<file path="config.mk">
export PLATFORM = sky130hd
export DESIGN_NAME = byte_serial_comparator
export DESIGN_NICKNAME = d
export VERILOG_FILES = /design/src/rtl/comp_pkg.sv /design/src/rtl/binary_comparator_8bit.sv /design/src/rtl/byte_serial_comparator.sv
export SDC_FILE = /design/constraint.sdc
export NUM_CORES = 1
export LEC_CHECK = 0
export CAP_MARGIN = 20
export CORE_MARGIN = 1
export CORE_UTILIZATION = 59
export CTS_BUF_LIST = sky130_fd_sc_hd__clkbuf_16
export DETAILED_ROUTE_END_ITERATION = 6
export DONT_BUFFER_PORTS = 1
export GPL_ROUTABILITY_DRIVEN = 0
export PLACE_DENSITY = 0.76
export SYNTH_ARGS = -nofsm -noshare
export SYNTH_HDL_FRONTEND = slang
export SYNTH_HIERARCHICAL = 1
export SYNTH_SLANG_ARGS = --single-unit
</file>
<file path="constraint.sdc">
create_clock -name clk -period 2.07 [get_ports clk]
set_input_delay 0.414 -clock clk [delete_from_list [all_inputs] [get_ports clk]]
set_output_delay 0.414 -clock clk [all_outputs]
set_load 0.01 [all_outputs]
</file>
<file path="src/rtl/comp_pkg.sv">
// rtl/comp_pkg.sv - shared types and constants for the byte-serial comparator
//
// Purpose : FSM state type, byte width and cascade seed values used by
//           byte_serial_comparator and binary_comparator_8bit.
// Ports   : none (package).
package comp_pkg;

  localparam int BYTE_W = 8;

  // Cascade seed: "equal so far" before any byte has been seen.
  localparam logic CASC_B_BIG_INIT = 1'b0;
  localparam logic CASC_A_BIG_INIT = 1'b0;
  localparam logic CASC_EQ_INIT    = 1'b1;

  typedef enum logic [1:0] {
    IDLE = 2'd0,
    RUN  = 2'd1,
    DONE = 2'd2
  } state_t;

endpackage

</file>
<file path="src/rtl/binary_comparator_8bit.sv">
// rtl/binary_comparator_8bit.sv - cascadable 8-bit magnitude comparator stage
//
// Purpose : compares one byte pair; when the bytes are equal the verdict of
//           the less-significant bytes (cascade inputs) is passed through.
// Ports   : a, b                               - byte operands
//           b_bigger_in, a_bigger_in, eq_in    - verdict from lower bytes
//           b_bigger, a_bigger, eq             - combined verdict (one-hot)
module binary_comparator_8bit
  import comp_pkg::*;
(
  input  logic [BYTE_W-1:0] a,
  input  logic [BYTE_W-1:0] b,
  input  logic              b_bigger_in,
  input  logic              a_bigger_in,
  input  logic              eq_in,
  output logic              b_bigger,
  output logic              a_bigger,
  output logic              eq
);

  always_comb begin
    b_bigger = b_bigger_in;
    a_bigger = a_bigger_in;
    eq       = eq_in;
    // A more significant byte that differs overrides anything below it.
    if (a > b) begin
      b_bigger = 1'b0;
      a_bigger = 1'b1;
      eq       = 1'b0;
    end else if (a < b) begin
      b_bigger = 1'b1;
      a_bigger = 1'b0;
      eq       = 1'b0;
    end
  end

endmodule

</file>
<file path="src/rtl/byte_serial_comparator.sv">
// rtl/byte_serial_comparator.sv - multi-byte magnitude comparator, one byte pair per handshake
//
// Purpose : compares two NBYTES-wide operands fed LSB first through a single
//           8-bit cascadable stage; registered three-way result plus a
//           one-cycle done pulse.
// Config  : COMP_SIGNED_EN - when defined, operands are two's complement
//           (bit 7 of the final byte pair is inverted before the stage).
// Ports   : clk, rst (sync, active-high)
//           start                      - begin a comparison (IDLE only)
//           a_byte, b_byte, byte_valid - byte pair input
//           byte_ready                 - byte pair accepted this cycle (RUN)
//           busy                       - high in RUN and DONE
//           done                       - one-cycle pulse, result valid
//           b_bigger, a_bigger, eq     - registered one-hot result
module byte_serial_comparator
  import comp_pkg::*;
#(
  parameter int NBYTES = 4
) (
  input  logic              clk,
  input  logic              rst,
  input  logic              start,
  input  logic [BYTE_W-1:0] a_byte,
  input  logic [BYTE_W-1:0] b_byte,
  input  logic              byte_valid,
  output logic              byte_ready,
  output logic              busy,
  output logic              done,
  output logic              b_bigger,
  output logic              a_bigger,
  output logic              eq
);

  localparam int CNT_W = $clog2(NBYTES);
  localparam logic [CNT_W-1:0] LAST_IDX = CNT_W'(NBYTES - 1);

  state_t            state;
  logic [CNT_W-1:0]  cnt;
  logic              casc_b_big;
  logic              casc_a_big;
  logic              casc_eq;

  logic              last_byte;
  logic              accept;
  logic [BYTE_W-1:0] stage_a;
  logic [BYTE_W-1:0] stage_b;
  logic              stage_b_big;
  logic              stage_a_big;
  logic              stage_eq;

  assign last_byte = (cnt == LAST_IDX);
  // byte_ready is a registered decode of RUN, so accept has no path back
  // into byte_ready.
  assign accept    = byte_valid && byte_ready;

  always_comb begin
    stage_a = a_byte;
    stage_b = b_byte;
`ifdef COMP_SIGNED_EN
    // Flipping the sign bits of the top byte maps two's complement order
    // onto unsigned order; lower bytes are magnitude bits either way.
    if (last_byte) begin
      stage_a[BYTE_W-1] = ~a_byte[BYTE_W-1];
      stage_b[BYTE_W-1] = ~b_byte[BYTE_W-1];
    end
`endif
  end

  binary_comparator_8bit u_stage (
    .a           (stage_a),
    .b           (stage_b),
    .b_bigger_in (casc_b_big),
    .a_bigger_in (casc_a_big),
    .eq_in       (casc_eq),
    .b_bigger    (stage_b_big),
    .a_bigger    (stage_a_big),
    .eq          (stage_eq)
  );

  always_ff @(posedge clk) begin
    if (rst) begin
      state      <= IDLE;
      cnt        <= '0;
      casc_b_big <= CASC_B_BIG_INIT;
      casc_a_big <= CASC_A_BIG_INIT;
      casc_eq    <= CASC_EQ_INIT;
      b_bigger   <= CASC_B_BIG_INIT;
      a_bigger   <= CASC_A_BIG_INIT;
      eq         <= CASC_EQ_INIT;
      byte_ready <= 1'b0;
      busy       <= 1'b0;
      done       <= 1'b0;
    end else begin
      case (state)
        IDLE: begin
          if (start) begin
            state      <= RUN;
            cnt        <= '0;
            casc_b_big <= CASC_B_BIG_INIT;
            casc_a_big <= CASC_A_BIG_INIT;
            casc_eq    <= CASC_EQ_INIT;
            byte_ready <= 1'b1;
            busy       <= 1'b1;
          end
        end
        RUN: begin
          if (accept) begin
            casc_b_big <= stage_b_big;
            casc_a_big <= stage_a_big;
            casc_eq    <= stage_eq;
            if (last_byte) begin
              // Counter stays at NBYTES-1 so it never wraps.
              state      <= DONE;
              b_bigger   <= stage_b_big;
              a_bigger   <= stage_a_big;
              eq         <= stage_eq;
              byte_ready <= 1'b0;
              done       <= 1'b1;
            end else begin
              cnt <= cnt + 1'b1;
            end
          end
        end
        DONE: begin
          state <= IDLE;
          done  <= 1'b0;
          busy  <= 1'b0;
        end
        default: begin
          state      <= IDLE;
          byte_ready <= 1'b0;
          busy       <= 1'b0;
          done       <= 1'b0;
        end
      endcase
    end
  end

endmodule
</file>
==> flow_metrics.py <==
metrics = {
    "setup_path": {
        "arrival_ns": 1.74,
        "crit_path_top_delay_cell": "ha_1",
        "critPathLaunchType": "input pin",
        "required_ns": 2.19,
        "path_buf_inv": 1,
        "critPathMaxFanout": 3,
        "r2r_cells": 3,
        "critPathTopFamily": "compound AO/OA/AOI/OAI gates",
        "rr_startpoint": "state[0]",
        "ff2ff_setup_slack_ns": 0.63,
        "r2r-end": "eq",
        "cp-end-kind": "flop",
        "path_cells": "inv_1 > ha_1 > a21oi_1 > nor2_1 > a211oi_2 > a21oi_1 > and3_1 > a211o_1",
        "crit_path_frequent_cell": "a21oi_1",
        "crit_path_max_incr_delay_ns": 0.28,
        "path_class": "in2reg",
    },
    "worst_hold_path": {
        "hold_end": "byte_ready",
        "worstHoldPathCells": 1,
        "min_from": "rst",
        "hold_path.class": "in2reg",
    },
    "route": {
        "wl_met2_um": 688,
        "detail_route.iter0.violations": 6,
        "drcViolationCount": 0,
        "routed_wl_um": 1420,
        "dr.pass1.iters": 2,
        "vias": 672,
        "highest_layer": "met4",
        "met3_length_um": 68,
        "drtAntennaViolNets": 0,
        "m1WireLength_um": 643,
        "vias_per_cell": 6.17,
        "wl_per_cell_um": 13.1,
    },
    "sta": {
        "min_period_ns": 1.61,
        "slew_headroom_pct": 74.3,
        "drv_slew": 0,
        "setup_viol": 0,
        "max_freq_mhz": 620,
        "max_slew.worst_pin.slew_ns": 0.386,
        "final.setup_skew_ns": 0.00169,
        "rsz0062_at_grt": "no",
        "final.setup.tns_ns": 0,
        "fin_crit_sh_pct": 77.9,
        "finalHoldViolCount": 0,
    },
    "yosys": {
        "synth_edf_count": 0,
        "synth_nets": 124,
        "synth.cell_area_um2": 810,
        "ys_seq_area_share_pct": 32.1,
        "synth.distinct_cells": 33,
        "ys.flop_type": "dfxtp_1",
        "synth_warnings": 6,
        "syn_inst": 95,
        "synth_top_cell_area_share_pct": 32.1,
        "synthArstFlopShare_pct": 0,
        "synth_area_leaders": "dfxtp_1 32%, ha_1 14%, a21oi_1 4.9%",
        "synth_seq_cells": 13,
        "synth_top_area_cell": "dfxtp_1",
        "synth.avg_cell_area_um2": 8.52,
    },
    "cells_and_area": {
        "drive_above_1_share_pct": 7.37,
        "layout.cells.non_filler": 109,
        "final_cell_mix": "13 x dfxtp_1, 11 x inv_1, 9 x ha_1",
        "final_nets": 125,
        "final_common_cell": "dfxtp_1",
        "diodes": 0,
        "utilization_pct": 73.7,
        "area_delta_synth_final_pct": 8.04,
    },
    "floorplan": {
        "num_rows": 12,
        "die_w_um": 39.0,
        "initial_core_util_pct": 68.2,
        "io_pins": 26,
        "core_mm2": 0.00119,
        "die_h_um": 39.0,
        "die_area_mm2": 0.00152,
    },
    "placement": {
        "dp_hpwl_um": 1090,
        "dp.cells": 105,
        "port_buffers": 0,
    },
    "cts": {
        "cts_sinks": 13,
        "cts_buffers": 3,
        "cts_resized": 0,
        "clock_latency_ns": 0.24,
        "cts_root_buf": "clkbuf_16",
        "cts.clk_slew.worst_paths_ns": 0.04,
        "clockBufferDepth": 2,
        "post_cts_buffers": 0,
        "ctsHtreeMaxLevel": 1,
        "cts_tree": "done",
        "hold_buffers": 0,
    },
    "global_routing": {
        "grt_pass1_vias": 642,
        "track_usage_pct": 23.3,
        "grt.overflow.total": 0,
        "grt_start_max_net_pins": 15,
        "grt_pass1_wl_um": 2440,
        "antenna_found_initial": 0,
    },
    "pwr": {
        "leakage_nw": 0.384,
        "max-vdd-ir-drop_uv": 585,
        "powerDensity_mw_per_mm2": 777,
    },
    "run": {
        "drv_cap": 0,
    },
    "outcome": {
        "status": "finished, final reports clean",
    },
}
[area by class of cell]
| type | instances | area [µm²] |
|---|---|---|
| tap | 14 | 17.5 |
| inverter | 10 | 37.5 |
| clock inverter | 1 | 3.75 |
| sequential | 13 | 260 |
| clock buffer | 3 | 75.1 |
| fill | 96 | 312 |
| multi-input combinational | 68 | 480 |
[worst reg2reg max path: cells and delay by family (launching register included)]
family	cells	cell delay (ns)
simple gates	2	0.48
flops	1	0.55
compound gates	1	0.30
[how the worst max path moves through the flow]
| stage | start | endpoint | slack [ns] | depth (start not counted) |
|---|---|---|---|---|
| floorplan | b_byte[5] | eq | 0.34 | 8 |
| global placement | b_byte[5] | eq | 0.25 | 8 |
| detailed placement | b_byte[5] | eq | 0.24 | 8 |
| CTS | b_byte[5] | eq | 0.46 | 8 |
| global route | b_byte[5] | eq | 0.35 | 8 |
| finish | b_byte[5] | eq | 0.46 | 8 |
[synthesized netlist by cell type, types with 2 or more instances]
| library cell | count |
|---|---|
| nand2_1 | 7 |
| nand4_1 | 2 |
| a31oi_1 | 4 |
| nor3_1 | 3 |
| nand3_1 | 4 |
| a21oi_1 | 8 |
| o211ai_1 | 2 |
| nor2_1 | 7 |
| dfxtp_1 | 13 |
| buf_6 | 2 |
| ha_1 | 9 |
| o21ai_0 | 2 |
| or3b_1 | 2 |
| or3_1 | 2 |
| inv_1 | 10 |
[state kept, by name (all words and copies together), names as in the netlist]
register,flops
state,2
byte_ready,1
eq,1
casc_b_big,1
casc_a_big,1
b_bigger,1
cnt,2
done,1
casc_eq,1
a_bigger,1
busy,1
[cells by family (layout without fill, tap and decap cells)]
group	count (synthesis)	after routing	synth area share, %
DFF	13	13	32.1
AOI/OAI and AO/OA	20	20	15.8
adders and majority gates	9	9	13.9
and+or+nand+nor	39	39	29.7
buffers and inverters	14	14	8.50
[per-stage QoR]
stage	setup WS, ns	area (µm²)	power, W	hold WS [ns]
detailed placement	0.244	796	0.000335	0.454
global route	0.352	875	0.000709	0.238
CTS	0.463	875	0.000685	0.240
floorplan	0.344	810	0.000330	0.448
finish	0.456	875	0.000679	0.240
global placement	0.254	796	0.000333	0.453
[per-layer routing]
| layer | track usage (%) | vias up |
|---|---|---|
| li1 | - | 339 |
| met1 | 25.6 | 303 |
| met2 | 42.1 | 26 |
| met3 | 5.20 | 4 |
| met4 | 9.48 | 0 |
| met5 | 0 | - |
[report_power, final]
part | switching [W] | internal (W) | total, W
Sequential | 0.0000119 | 0.000258 | 0.000270
Combinational | 0.0000309 | 0.0000298 | 0.0000607
Clock | 0.0000951 | 0.000254 | 0.000349
No activity file was read; power rests on OpenSTA's default activity.
